--- config.mk ---
export PLATFORM = sky130hd
export DESIGN_NAME = proc_run_controller_flat
export DESIGN_NICKNAME = d
export VERILOG_FILES = /design/src/rtl/proc_run_controller_if.sv /design/src/rtl/proc_run_controller.sv /design/src/flat_wrapper.sv
export SDC_FILE = /design/constraint.sdc
export NUM_CORES = 1
export LEC_CHECK = 0
export BUFFER_PORTS_ARGS = -buffer_cell sky130_fd_sc_hd__buf_2
export CAP_MARGIN = 20
export CORE_AREA = 2 2 192 194
export DETAILED_ROUTE_END_ITERATION = 6
export DIE_AREA = 0 0 194 196
export PLACE_DENSITY = 0.66
export SYNTH_ARGS = -nofsm -noshare
export SYNTH_HDL_FRONTEND = slang
export SYNTH_SLANG_ARGS = --single-unit
--- constraint.sdc ---
create_clock -name CLK -period 4.74 [get_ports CLK]
set_input_delay 0.948 -clock CLK [delete_from_list [all_inputs] [get_ports CLK]]
set_output_delay 0.948 -clock CLK [all_outputs]
set_load 0.05 [all_outputs]
--- src/rtl/proc_run_controller_if.sv ---
// Processor-facing bus of the run controller: the reset and entry PC the
// controller drives, plus the PC and data-memory value the processor reports.
interface proc_run_controller_if;
   logic        proc_Reset_L;
   logic [63:0] proc_startPC;
   logic [63:0] currentPC;
   logic [63:0] dMemOut;

   modport master (
      output proc_Reset_L,
      output proc_startPC,
      input  currentPC,
      input  dMemOut
   );

   modport slave (
      input  proc_Reset_L,
      input  proc_startPC,
      output currentPC,
      output dMemOut
   );
endinterface

--- src/rtl/proc_run_controller.sv ---
// Runs one program on an attached processor. It holds the processor in reset,
// lets it run until the end PC is reached or the watchdog expires, waits for
// memory to settle, and then compares the data-memory value with the
// expected pass code.
module proc_run_controller #(
   parameter int unsigned HOLD_CYCLES   = 1,
   parameter int unsigned SETTLE_CYCLES = 1
) (
   input  logic                   CLK,
   input  logic                   Reset,
   input  logic                   start,
   input  logic [63:0]            prog_start_pc,
   input  logic [63:0]            prog_end_pc,
   input  logic [63:0]            expected,
   input  logic [15:0]            wd_limit,
   proc_run_controller_if.master  bus,
   output logic                   busy,
   output logic                   done,
   output logic                   pass,
   output logic                   timeout,
   output logic [63:0]            result,
   output logic [15:0]            cycle_count
);

   typedef enum logic [2:0] {
      IDLE,
      RESET,
      RUN,
      SETTLE,
      CHECK,
      DONE
   } state_t;

   localparam logic [7:0] HOLD_LAST   = 8'(HOLD_CYCLES - 1);
   localparam logic [7:0] SETTLE_LAST = 8'(SETTLE_CYCLES - 1);

   state_t      state;
   logic [63:0] end_pc_q;
   logic [63:0] expected_q;
   logic [15:0] wd_limit_q;
   logic [7:0]  hold_cnt;
   logic [7:0]  settle_cnt;
   logic [15:0] count_next;
   logic        end_hit;

   // Next RUN count (saturating) and the end-of-program test. The watchdog
   // compares against the count this RUN cycle produces, so a limit of N
   // expires at the end of the Nth RUN cycle.
   always_comb begin
      count_next = (cycle_count == 16'hFFFF) ? 16'hFFFF : cycle_count + 16'd1;
      end_hit    = (bus.currentPC >= end_pc_q);
   end

   // Status flags decode straight from the state register.
   assign busy = (state == RESET) || (state == RUN) || (state == SETTLE) || (state == CHECK);
   assign done = (state == DONE);

   // Sequencer: state, latched run parameters and all result registers.
   always_ff @(posedge CLK) begin
      if (Reset) begin
         state            <= IDLE;
         bus.proc_Reset_L <= 1'b0;
         bus.proc_startPC <= 64'd0;
         end_pc_q         <= 64'd0;
         expected_q       <= 64'd0;
         wd_limit_q       <= 16'd0;
         hold_cnt         <= 8'd0;
         settle_cnt       <= 8'd0;
         pass             <= 1'b0;
         timeout          <= 1'b0;
         result           <= 64'd0;
         cycle_count      <= 16'd0;
      end else begin
         case (state)
            IDLE, DONE: begin
               bus.proc_Reset_L <= 1'b1;
               if (start) begin
                  bus.proc_startPC <= prog_start_pc;
                  end_pc_q         <= prog_end_pc;
                  expected_q       <= expected;
                  wd_limit_q       <= (wd_limit == 16'd0) ? 16'hFFFF : wd_limit;
                  pass             <= 1'b0;
                  timeout          <= 1'b0;
                  result           <= 64'd0;
                  cycle_count      <= 16'd0;
                  hold_cnt         <= 8'd0;
                  bus.proc_Reset_L <= 1'b0;
                  state            <= RESET;
               end
            end
            RESET: begin
               if (hold_cnt == HOLD_LAST) begin
                  bus.proc_Reset_L <= 1'b1;
                  state            <= RUN;
               end else begin
                  hold_cnt <= hold_cnt + 8'd1;
               end
            end
            RUN: begin
               cycle_count <= count_next;
               if (end_hit) begin
                  settle_cnt <= 8'd0;
                  state      <= SETTLE;
               end else if (count_next == wd_limit_q) begin
                  timeout <= 1'b1;
                  pass    <= 1'b0;
                  result  <= bus.dMemOut;
                  state   <= DONE;
               end
            end
            SETTLE: begin
               if (settle_cnt == SETTLE_LAST) begin
                  state <= CHECK;
               end else begin
                  settle_cnt <= settle_cnt + 8'd1;
               end
            end
            CHECK: begin
               result <= bus.dMemOut;
               pass   <= (bus.dMemOut == expected_q);
               state  <= DONE;
            end
            default: begin
               state <= IDLE;
            end
         endcase
      end
   end

endmodule

--- src/flat_wrapper.sv ---
// flat-port wrapper written by rule: the top's interface ports become plain ports
module proc_run_controller_flat 
#(
   parameter int unsigned HOLD_CYCLES   = 1,
   parameter int unsigned SETTLE_CYCLES = 1
)
  (CLK, Reset, start, prog_start_pc, prog_end_pc, expected, wd_limit, busy, done, pass, timeout, result, cycle_count, bus_proc_Reset_L, bus_proc_startPC, bus_currentPC, bus_dMemOut);
  proc_run_controller_if bus_i ();
  input  logic CLK;
  input  logic Reset;
  input  logic start;
  input  logic [63:0] prog_start_pc;
  input  logic [63:0] prog_end_pc;
  input  logic [63:0] expected;
  input  logic [15:0] wd_limit;
  output logic busy;
  output logic done;
  output logic pass;
  output logic timeout;
  output logic [63:0] result;
  output logic [15:0] cycle_count;
  output wire logic [$bits(bus_i.proc_Reset_L)-1:0] bus_proc_Reset_L;
  output wire logic [$bits(bus_i.proc_startPC)-1:0] bus_proc_startPC;
  input wire logic [$bits(bus_i.currentPC)-1:0] bus_currentPC;
  input wire logic [$bits(bus_i.dMemOut)-1:0] bus_dMemOut;
  assign bus_proc_Reset_L = bus_i.proc_Reset_L;
  assign bus_proc_startPC = bus_i.proc_startPC;
  assign bus_i.currentPC = bus_currentPC;
  assign bus_i.dMemOut = bus_dMemOut;
  proc_run_controller #(.HOLD_CYCLES(HOLD_CYCLES), .SETTLE_CYCLES(SETTLE_CYCLES)) u_core (.CLK(CLK), .Reset(Reset), .start(start), .prog_start_pc(prog_start_pc), .prog_end_pc(prog_end_pc), .expected(expected), .wd_limit(wd_limit), .bus(bus_i), .busy(busy), .done(done), .pass(pass), .timeout(timeout), .result(result), .cycle_count(cycle_count));
endmodule
==> results of run 1 <==
## metrics by stage
step / util, % / cell area, µm² / instances
CTS: 50.8 / 18300 / 2671
finish: 50.9 / 18400 / 2682
global route: 50.8 / 18300 / 2679
floorplan: - / 14300 / 1747
detailed placement: 47.0 / 17000 / 2604
global placement: 47.0 / 17000 / 2604
## tightest hold or removal path: cells and delay by family (launching register included)
kind / cells / cell delay, ns
AOI/OAI and AO/OA: 1 / 0.05
DFF: 1 / 0.30
and+or+nand+nor: 1 / 0.05
## kinds of logic (layout without fill, tap and decap cells)
group / after synthesis / count (layout)
adders and majority gates: 70 / 70
DFF: 310 / 310
other: 0 / 11
xor gates and xnor gates: 90 / 90
AOI/OAI and AO/OA: 405 / 405
muxes: 10 / 10
and+or+nand+nor: 674 / 674
buffers and inverters: 188 / 644
## cell usage after synthesis (4+ instances only)
cell | instances | share of area [%]
a211oi_1 | 8 | 0.42
a21oi_1 | 249 | 8.7
a311oi_1 | 4 | 0.25
a31oi_1 | 8 | 0.35
a32o_1 | 64 | 4.5
and2_1 | 4 | 0.18
and3_1 | 8 | 0.35
and4_1 | 4 | 0.25
buf_2 | 8 | 0.28
buf_4 | 4 | 0.21
buf_6 | 11 | 0.87
clkbuf_1 | 88 | 2.3
dfxtp_1 | 310 | 43
ha_1 | 69 | 6.0
inv_1 | 75 | 2.0
mux2i_1 | 7 | 0.49
nand2_1 | 438 | 12
nand2b_1 | 8 | 0.35
nand3_1 | 24 | 0.84
nand4_1 | 27 | 1.2
nor2_1 | 85 | 2.2
nor2b_1 | 4 | 0.18
nor3_1 | 26 | 0.91
nor4_1 | 16 | 0.70
o21a_1 | 5 | 0.26
o21ai_0 | 32 | 1.1
or3_1 | 4 | 0.18
or4_1 | 6 | 0.32
xnor2_1 | 57 | 3.5
xor2_1 | 33 | 2.0
## cell type report
| class | instances | area [µm²] |
|---|---|---|
| well taps | 468 | 586 |
| repair buffers | 502 | 2600 |
| clock buffers | 50 | 1060 |
| fillers | 3551 | 17700 |
| inverters | 75 | 282 |
| clock inverters | 17 | 289 |
| flip-flops and latches | 310 | 6210 |
| diodes | 11 | 27.5 |
| multi-input cells | 1249 | 7300 |
## cell usage in the layout, fill, tap and decap left out, types with 5 or more instances in the layout
| cell type | instances |
|---|---|
| o21a_1 | 5 |
| inv_1 | 75 |
| nand4_1 | 27 |
| nor3_1 | 26 |
| diode_2 | 11 |
| nor4_1 | 15 |
| clkinv_2 | 5 |
| buf_4 | 12 |
| xnor2_1 | 57 |
| mux2i_1 | 7 |
| and3_1 | 8 |
| xor2_1 | 33 |
| or4_1 | 6 |
| nor2_1 | 85 |
| clkbuf_8 | 10 |
| nand2_1 | 438 |
| nand3_1 | 24 |
| buf_2 | 486 |
| nand2b_1 | 8 |
| bufinv_16 | 7 |
| a32o_1 | 64 |
| a21oi_1 | 248 |
| a211oi_1 | 8 |
| o21ai_0 | 32 |
| a31oi_1 | 8 |
| ha_1 | 69 |
| dfxtp_1 | 310 |
| clkbuf_16 | 37 |
## state kept, by name, indices dropped and copies added, names as in the netlist
| name | flops |
|---|---|
| u_core.end_pc_q | 64 |
| u_core.hold_cnt | 8 |
| u_core.bus.proc_Reset_L | 1 |
| u_core.cycle_count | 16 |
| u_core.settle_cnt | 8 |
| u_core.wd_limit_q | 16 |
| u_core.bus.proc_startPC | 64 |
| u_core.timeout | 1 |
| u_core.expected_q | 64 |
| u_core.result | 64 |
| u_core.state | 3 |
| u_core.pass | 1 |
## worst paths after layout
| kind | endpoint | cells past startpoint | slack (ns) | from |
|---|---|---|---|---|
| min | u_core.bus.proc_startPC[10] | 2 | 0.45 | u_core.bus.proc_startPC[10] |
| max | u_core.result[60] | 11 | 0.42 | u_core.cycle_count[0] |
| max reg2reg | u_core.result[60] | 11 | 0.42 | u_core.cycle_count[0] |
| min reg2reg | u_core.bus.proc_startPC[10] | 2 | 0.45 | u_core.bus.proc_startPC[10] |
## layer usage
metal  vias up  routed length, µm  global-route usage [%]
met5         -                 54                       0
met4         8               1620                    9.85
met2       557              22100                    39.1
met3        98               4140                    6.41
met1      6665              19200                    29.2
li1       6876                  -                       -
## power by group
part	switching, µW	total (µW)	internal (µW)	leakage (µW)
registers	119	2900	2780	0.00253
clock network	1160	3130	1970	0.000667
logic	866	1310	447	0.00472
total	2150	7350	5200	0.00792
==> flow_summary.ini, run 1 <==
[route]
vias = 14200
wl_um = 47000
detail-route-antenna-nets = 0
via_per_inst = 5.30
routedWlPerCell_um = 17.5
drt_iter0_drc = 955
drc = 0
dr.pass1.iters = 5

[worst_setup_path]
path_cells = ha_1 > nand4_1 > or4_1 > a31oi_1 > a221o_1 > o2111ai_1 > or4_1 > or4_4 > nand2b_4 > buf_4 > a32o_1
cp_max_fo = 66
cp_common_cell = or4_1
cp.required_ns = 5.18
crit_slowest_cell = dfxtp_1
worstPathArrival_ns = 4.75
crit_buf_inv = 1
path_class = flip-flop to flip-flop
end_kind = flip-flop
cpPeakStageDelay_ns = 0.56
cp_top_family = simple AND/OR/NAND/NOR gates
start_kind = flip-flop

[grt]
grt_max_degree = 111
overflow = 0
grt_pass1_wl_um = 72600
grt_pass1_vias = 13500
track_usage_pct = 23.7
antenna_found_initial = 14

[synth]
synth_seq_cells = 310
synth_enable_flop_cells = 0
synth-compound-area-share_pct = 17.8
synth_top_family_by_area = simple AND/OR/NAND/NOR gates
synth-adder-area-share_pct = 6.12
synth_cells = 1747
synthSimpleGateAreaFrac_pct = 20.7
async_flop_share_pct = 0
yosysWarnings = 0
yosysSeqAreaShare_pct = 43.5
synth_ff_type = dfxtp_1
syn_nets = 2155
synth_xor_area_share_pct = 5.52
netlist_area_mm2 = 0.0143
muxShareOfSynthArea_pct = 0.745
avgSynthCellArea_um2 = 8.17
synth_cell_type_count = 71

[sta]
min_period_ns = 4.32
post-route-period-util_pct = 91.1
setup_viol = 0
slew_violations = 0
slew_headroom_pct = 29.3
fin_ws_ns = 0.424
tightest_slew_ns = 1.06
rsz0062_at_grt = false
hold_viol_final = 0
clock.fmax_mhz = 232
finClkSkew_ns = 0.0187
fin_tns_setup_ns = 0
holdWs_ns = 0.450

[clock_tree]
cts_sinks = 310
ctsLongestPathBuffers = 3
cts_root_buf = clkbuf_16
ctsHtreeMaxLevel = 2
cts_setup_buffers = 0
cts_inserted_buffers = 37
cts.clk_slew.worst_paths_ns = 0.06
ctsHoldBuffers = 0
worst_skew_pair.late_latency_ns = 0.55
cts_resized = 0
cts_tree = yes

[placement]
dp_hpwl_um = 34400
portBuffers = 487
gp_congestion = 0.907
pre_cts_ws_ns = 0.385

[power_and_ir_drop]
power_density_mw_per_mm2 = 400
power_uw = 7350
peakVddDrop_mv = 0.317
power.leakage_uw = 0.00792

[die]
ios = 488
coreArea_mm2 = 0.0361
start_util_pct = 39.6
fp.dieH_um = 196
rows = 70
dieArea_mm2 = 0.0380
die_x_um = 194

[final_layout]
drive_gt1_share_pct = 26.5
nets = 2583
areaGrowthSynthToFinish_pct = 28.6

[flow_run]
maxCapViolations = 0

[status]
status = completed

[worst_hold_path]
hp-class = flip-flop to flip-flop
No activity file was read; power rests on OpenSTA's default activity.
==> inputs of run 2 (changes only) <==
CORE_AREA = 2 2 188 190   (was 2 2 192 194)
DIE_AREA = 0 0 190 192   (was 0 0 194 196)
PLACE_DENSITY = 0.68   (was 0.66)
==> run 2 against run 1 <==
  * Non-clock buffer count down 1
  * Via count down 0.54%
  * Fmax down 0.94%
  * Largest cell class unchanged
  * Highest routed layer unchanged
==> flow_summary.ini, run 2 (same netlist as run 1, synthesis figures left out) <==
[grt]
overflow = 0
track_usage_pct = 24.8
grt_pass1_wl_um = 72200
grt_max_degree = 92
antenna_found_initial = 14
grt_pass1_vias = 13400

[placement]
gp_congestion = 0.903
detailed_place.area_mm2 = 0.0169
dp_cells = 2590
portBuffers = 487
dp_hpwl_um = 34600

[die]
ios = 488
rows = 68
dieArea_mm2 = 0.0365
fp.dieH_um = 192
coreArea_mm2 = 0.0343
die_x_um = 190
start_util_pct = 41.6

[route]
vias = 14100
dr.pass1.iters = 6
routedWlPerCell_um = 17.6
detail-route-antenna-nets = 0
via_per_inst = 5.31
drc = 0
wl_um = 46800
drt_iter0_drc = 969

[worst_hold_path]
hp-class = flip-flop to flip-flop

[worst_setup_path]
worstPathArrival_ns = 4.76
cp_max_fo = 66
reg2reg_setup_slack_ns = 0.38
path_class = flip-flop to flip-flop
start_kind = flip-flop
cp.required_ns = 5.14
end_kind = flip-flop

[sta]
post-route-period-util_pct = 91.9
tightest_slew_ns = 1.02
setup_viol = 0
holdWs_ns = 0.448
slew_violations = 0
min_period_ns = 4.36
rsz0062_at_grt = false
finClkSkew_ns = 0.0224
slew_headroom_pct = 32.0
clock.fmax_mhz = 230
hold_viol_final = 0
fin_tns_setup_ns = 0

[flow_run]
maxCapViolations = 0

[clock_tree]
ctsHoldBuffers = 0
cts.clk_slew.worst_paths_ns = 0.06
cts_resized = 0
ctsLongestPathBuffers = 3
worst_skew_pair.late_latency_ns = 0.52
cts_inserted_buffers = 36
cts_sinks = 310
ctsHtreeMaxLevel = 2
cts_setup_buffers = 0
cts_root_buf = clkbuf_16
cts_tree = yes

[final_layout]
postLayoutCellArea_mm2 = 0.0181
mostFrequentLayoutCell = buf_2
fill_cells = 3279
stdcell_count = 2660
areaGrowthSynthToFinish_pct = 27.1
drive_gt1_share_pct = 26.2
nets = 2581
final_cell_mix = buf_2 (486), nand2_1 (438), dfxtp_1 (310), a21oi_1 (248), nor2_1 (85)
final_util_pct = 52.9

[power_and_ir_drop]
power_density_mw_per_mm2 = 386
peakVddDrop_mv = 0.318
power.leakage_uw = 0.00782

[status]
status = completed
[run 2: cell count changes in the layout (fill, tap and decap cells not counted), sizes merged]
cell and change:
bufinv -4, inv -3, buf -1, diode -1
[run 2: stage by stage]
| step | worst slack [ns] | power (µW) |
|---|---|---|
| 2_1_floorplan | 0.870 | 3800 |
| 3_3_place_gp | 0.499 | 4230 |
| 3_5_place_dp | 0.396 | 4260 |
| 4_1_cts | 0.417 | 7070 |
| 5_1_grt | 0.0634 | 7340 |
| 6_report | 0.383 | 7010 |
[run 2: path summary, 6_finish.rpt]
check	from	endpoint	depth (start not counted)
worst max-delay path	u_core.cycle_count[0]	u_core.result[45]	9
worst max register to register	u_core.cycle_count[0]	u_core.result[45]	9
worst min-delay path	u_core.bus.proc_startPC[16]	u_core.bus.proc_startPC[16]	2
worst min register to register	u_core.bus.proc_startPC[16]	u_core.bus.proc_startPC[16]	2
[run 2: layout make-up]
cell class,count,area (µm²),area share (%)
clock buffers,50,1040,5.76
multi-input cells,1249,7300,40.3
inverters,75,282,1.55
diodes,10,25.0,0.138
flip-flops and latches,310,6210,34.2
well taps,455,569,3.14
clock inverters,10,143,0.786
repair buffers,501,2560,14.1
[run 2: where the power goes]
group	internal, µW	total [µW]	switching, µW
clock network	1700	2800	1090
logic	442	1310	863
registers	2780	2900	120
[run 2: layer usage]
layer | vias to the layer above | global-route usage, % | part of all wire [%]
met5 | - | 0 | 0.073
met4 | 6 | 8.53 | 2.8
met3 | 96 | 6.30 | 8.5
met2 | 575 | 40.9 | 47
met1 | 6581 | 31.4 | 41
li1 | 6869 | - | -
[run 2: worst max-delay path: stages, from the launching register on]
cell,delay (ns)
dfxtp_1,0.55
ha_1,0.50
nand4_1,0.22
nor4_2,0.47
nor3_1,0.12
or4_1,0.40
or4_1,0.54
or4_4,0.45
nand2b_4,0.51
a32o_1,0.45
==> inputs of run 3 (changes only) <==
CELL_PAD_IN_SITES_DETAIL_PLACEMENT = 1   (was unset)
CELL_PAD_IN_SITES_GLOBAL_PLACEMENT = 1   (was unset)
CORE_AREA = 2 2 193 214   (was 2 2 188 190)
DIE_AREA = 0 0 195 216   (was 0 0 190 192)
PLACE_DENSITY = unset   (was 0.68)
PLACE_DENSITY_LB_ADDON = 0.1   (was unset)
==> run 3 against run 2 <==
  * Count of clock-buffer cells in the layout up 7
  * Wire length up 13%
  * Total power up 1.5%
  * Fmax up 4.4%
  * First-iteration DRC count down 36%
  * Worst hold slack better by 0.0017 ns
  * Largest cell class unchanged
  * Highest routed layer unchanged
==> flow_summary.ini, run 3 (same netlist as run 1, synthesis figures left out) <==
[status]
status = completed

[die]
dieArea_mm2 = 0.0421
start_util_pct = 35.8
ios = 488
die_x_um = 195
fp.dieH_um = 216
rows = 77
coreArea_mm2 = 0.0399

[power_and_ir_drop]
power.leakage_uw = 0.00787
comb_power_share_pct = 18.9
p_int_uw = 4920
p_sw_uw = 2190
peakVddDrop_mv = 0.256
swShare_pct = 30.8
power_density_mw_per_mm2 = 388
pwr-share-clk_pct = 40.3
p_seq_share_pct = 40.8

[sta]
slew_headroom_pct = 29.1
hold_viol_final = 0
min_period_ns = 4.17
setup_viol = 0
clock.fmax_mhz = 240
finClkSkew_ns = 0.0265
slew_violations = 0
fin_tns_setup_ns = 0
fin_ws_ns = 0.566
tightest_slew_ns = 1.06
post-route-period-util_pct = 88.1
rsz0062_at_grt = false

[route]
drt_iter0_drc = 621
drc = 0
vias = 14200
wl_um = 52700
routedWlPerCell_um = 19.2
via_per_inst = 5.18
detail-route-antenna-nets = 0
dr.pass1.iters = 5

[worst_setup_path]
end_kind = flip-flop
crit_path_end = u_core.result[0]
cp.required_ns = 5.19
reg2reg_setup_slack_ns = 0.57
crit_slowest_cell = dfxtp_1
r2r_end = u_core.result[0]
path_class = flip-flop to flip-flop
regToRegStartpoint = u_core.cycle_count[2]
worstPathArrival_ns = 4.62
start_kind = flip-flop
critical_path.startpoint = u_core.cycle_count[2]
cp_common_cell = or4_1
path_cells = nand4_4 > nor4_1 > xnor2_1 > nor2_1 > or4_1 > or4_1 > or4_4 > nand2b_4 > buf_4 > a32o_1
cp_max_fo = 35
reg2reg_depth = 10
cpPeakStageDelay_ns = 0.64

[final_layout]
areaGrowthSynthToFinish_pct = 28.4
final_cell_mix = buf_2 (486), nand2_1 (438), dfxtp_1 (310), a21oi_1 (248), nor2_1 (85)
drive_gt1_share_pct = 26.3
mostFrequentLayoutCell = buf_2
nets = 2589

[grt]
overflow = 0
track_usage_pct = 24.5
grt_max_degree = 197
antenna_found_initial = 37
grt_pass1_vias = 14700
grt_pass1_wl_um = 81700

[clock_tree]
worst_skew_pair.late_latency_ns = 0.57
cts_root_buf = clkbuf_16
cts.clk_slew.worst_paths_ns = 0.06
ctsHtreeMaxLevel = 2
ctsLongestPathBuffers = 3
cts_tree = yes
cts_setup_buffers = 0
cts_resized = 0
cts_inserted_buffers = 37
ctsHoldBuffers = 0
cts_sinks = 310

[flow_run]
maxCapViolations = 0

[worst_hold_path]
hp-class = flip-flop to flip-flop

[placement]
portBuffers = 487
gp_congestion = 0.908
pre_cts_ws_ns = 0.209
dp_hpwl_um = 39000
run 3: cell types whose count changed in the layout (fill, tap and decap cells not counted), sizes merged:
cell and delta:
inv +2, clkinv -3, diode +11, buf +7, clkinvlp +1, clkbuf +7, bufinv -1
run 3: layer usage:
metal  GRT usage (%)  up-vias  share of wire, %
li1                -     6906                 -
met1            28.5     6763                41
met2            41.9      388                49
met3            7.84      116               6.8
met4            9.31       30               3.1
met5               0        -              0.36
run 3: how the worst min path moves through the flow:
stage / start / endpoint / slack (ns) / depth (start not counted)
6_report: u_core.bus.proc_startPC[12] / u_core.bus.proc_startPC[12] / 0.45 / 2
5_1_grt: u_core.end_pc_q[33] / u_core.end_pc_q[33] / 0.47 / 2
4_1_cts: u_core.timeout / u_core.timeout / 0.45 / 2
3_5_place_dp: u_core.timeout / u_core.timeout / 0.44 / 2
3_3_place_gp: u_core.timeout / u_core.timeout / 0.44 / 2
2_1_floorplan: u_core.end_pc_q[10] / u_core.end_pc_q[10] / 0.44 / 2
run 3: critical path, delay by kind of cell (launching register included):
| kind | cells | cell delay (ns) |
|---|---|---|
| xor+xnor | 1 | 0.28 |
| compound gates | 1 | 0.31 |
| buf+inv | 1 | 0.26 |
| simple gates | 7 | 2.56 |
| flops | 1 | 0.64 |
run 3: per-stage QoR:
step                      utilization [%]  area, µm²  instances  hold slack [ns]  total power, µW
after global placement               42.8      17100       2655            0.437             4270
after floorplan                         -      14300       1747            0.436             3800
final                                45.9      18300       2742            0.450             7110
after global routing                 45.9      18300       2737            0.471             7450
after CTS                            45.8      18300       2721            0.453             7220
after detailed placement             42.8      17100       2655            0.444             4310
run 3: layout make-up:
type	instances	area [µm²]
Fill cell	5020	21600
Inverter	75	282
Antenna cell	21	52.6
Multi-Input combinational cell	1249	7300
Clock inverter	9	123
Tap cell	513	642
Sequential cell	310	6210
Timing Repair Buffer	508	2640
Clock buffer	57	1080
run 3: power by group through the flow:
stage / Sequential [µW] / Combinational (µW) / Clock (µW)
2_1_floorplan: 3130 / 672 / 0
3_3_place_gp: 2950 / 1320 / 0
3_5_place_dp: 2960 / 1350 / 0
4_1_cts: 2900 / 1360 / 2960
5_1_grt: 2930 / 1480 / 3040
6_report: 2900 / 1340 / 2870
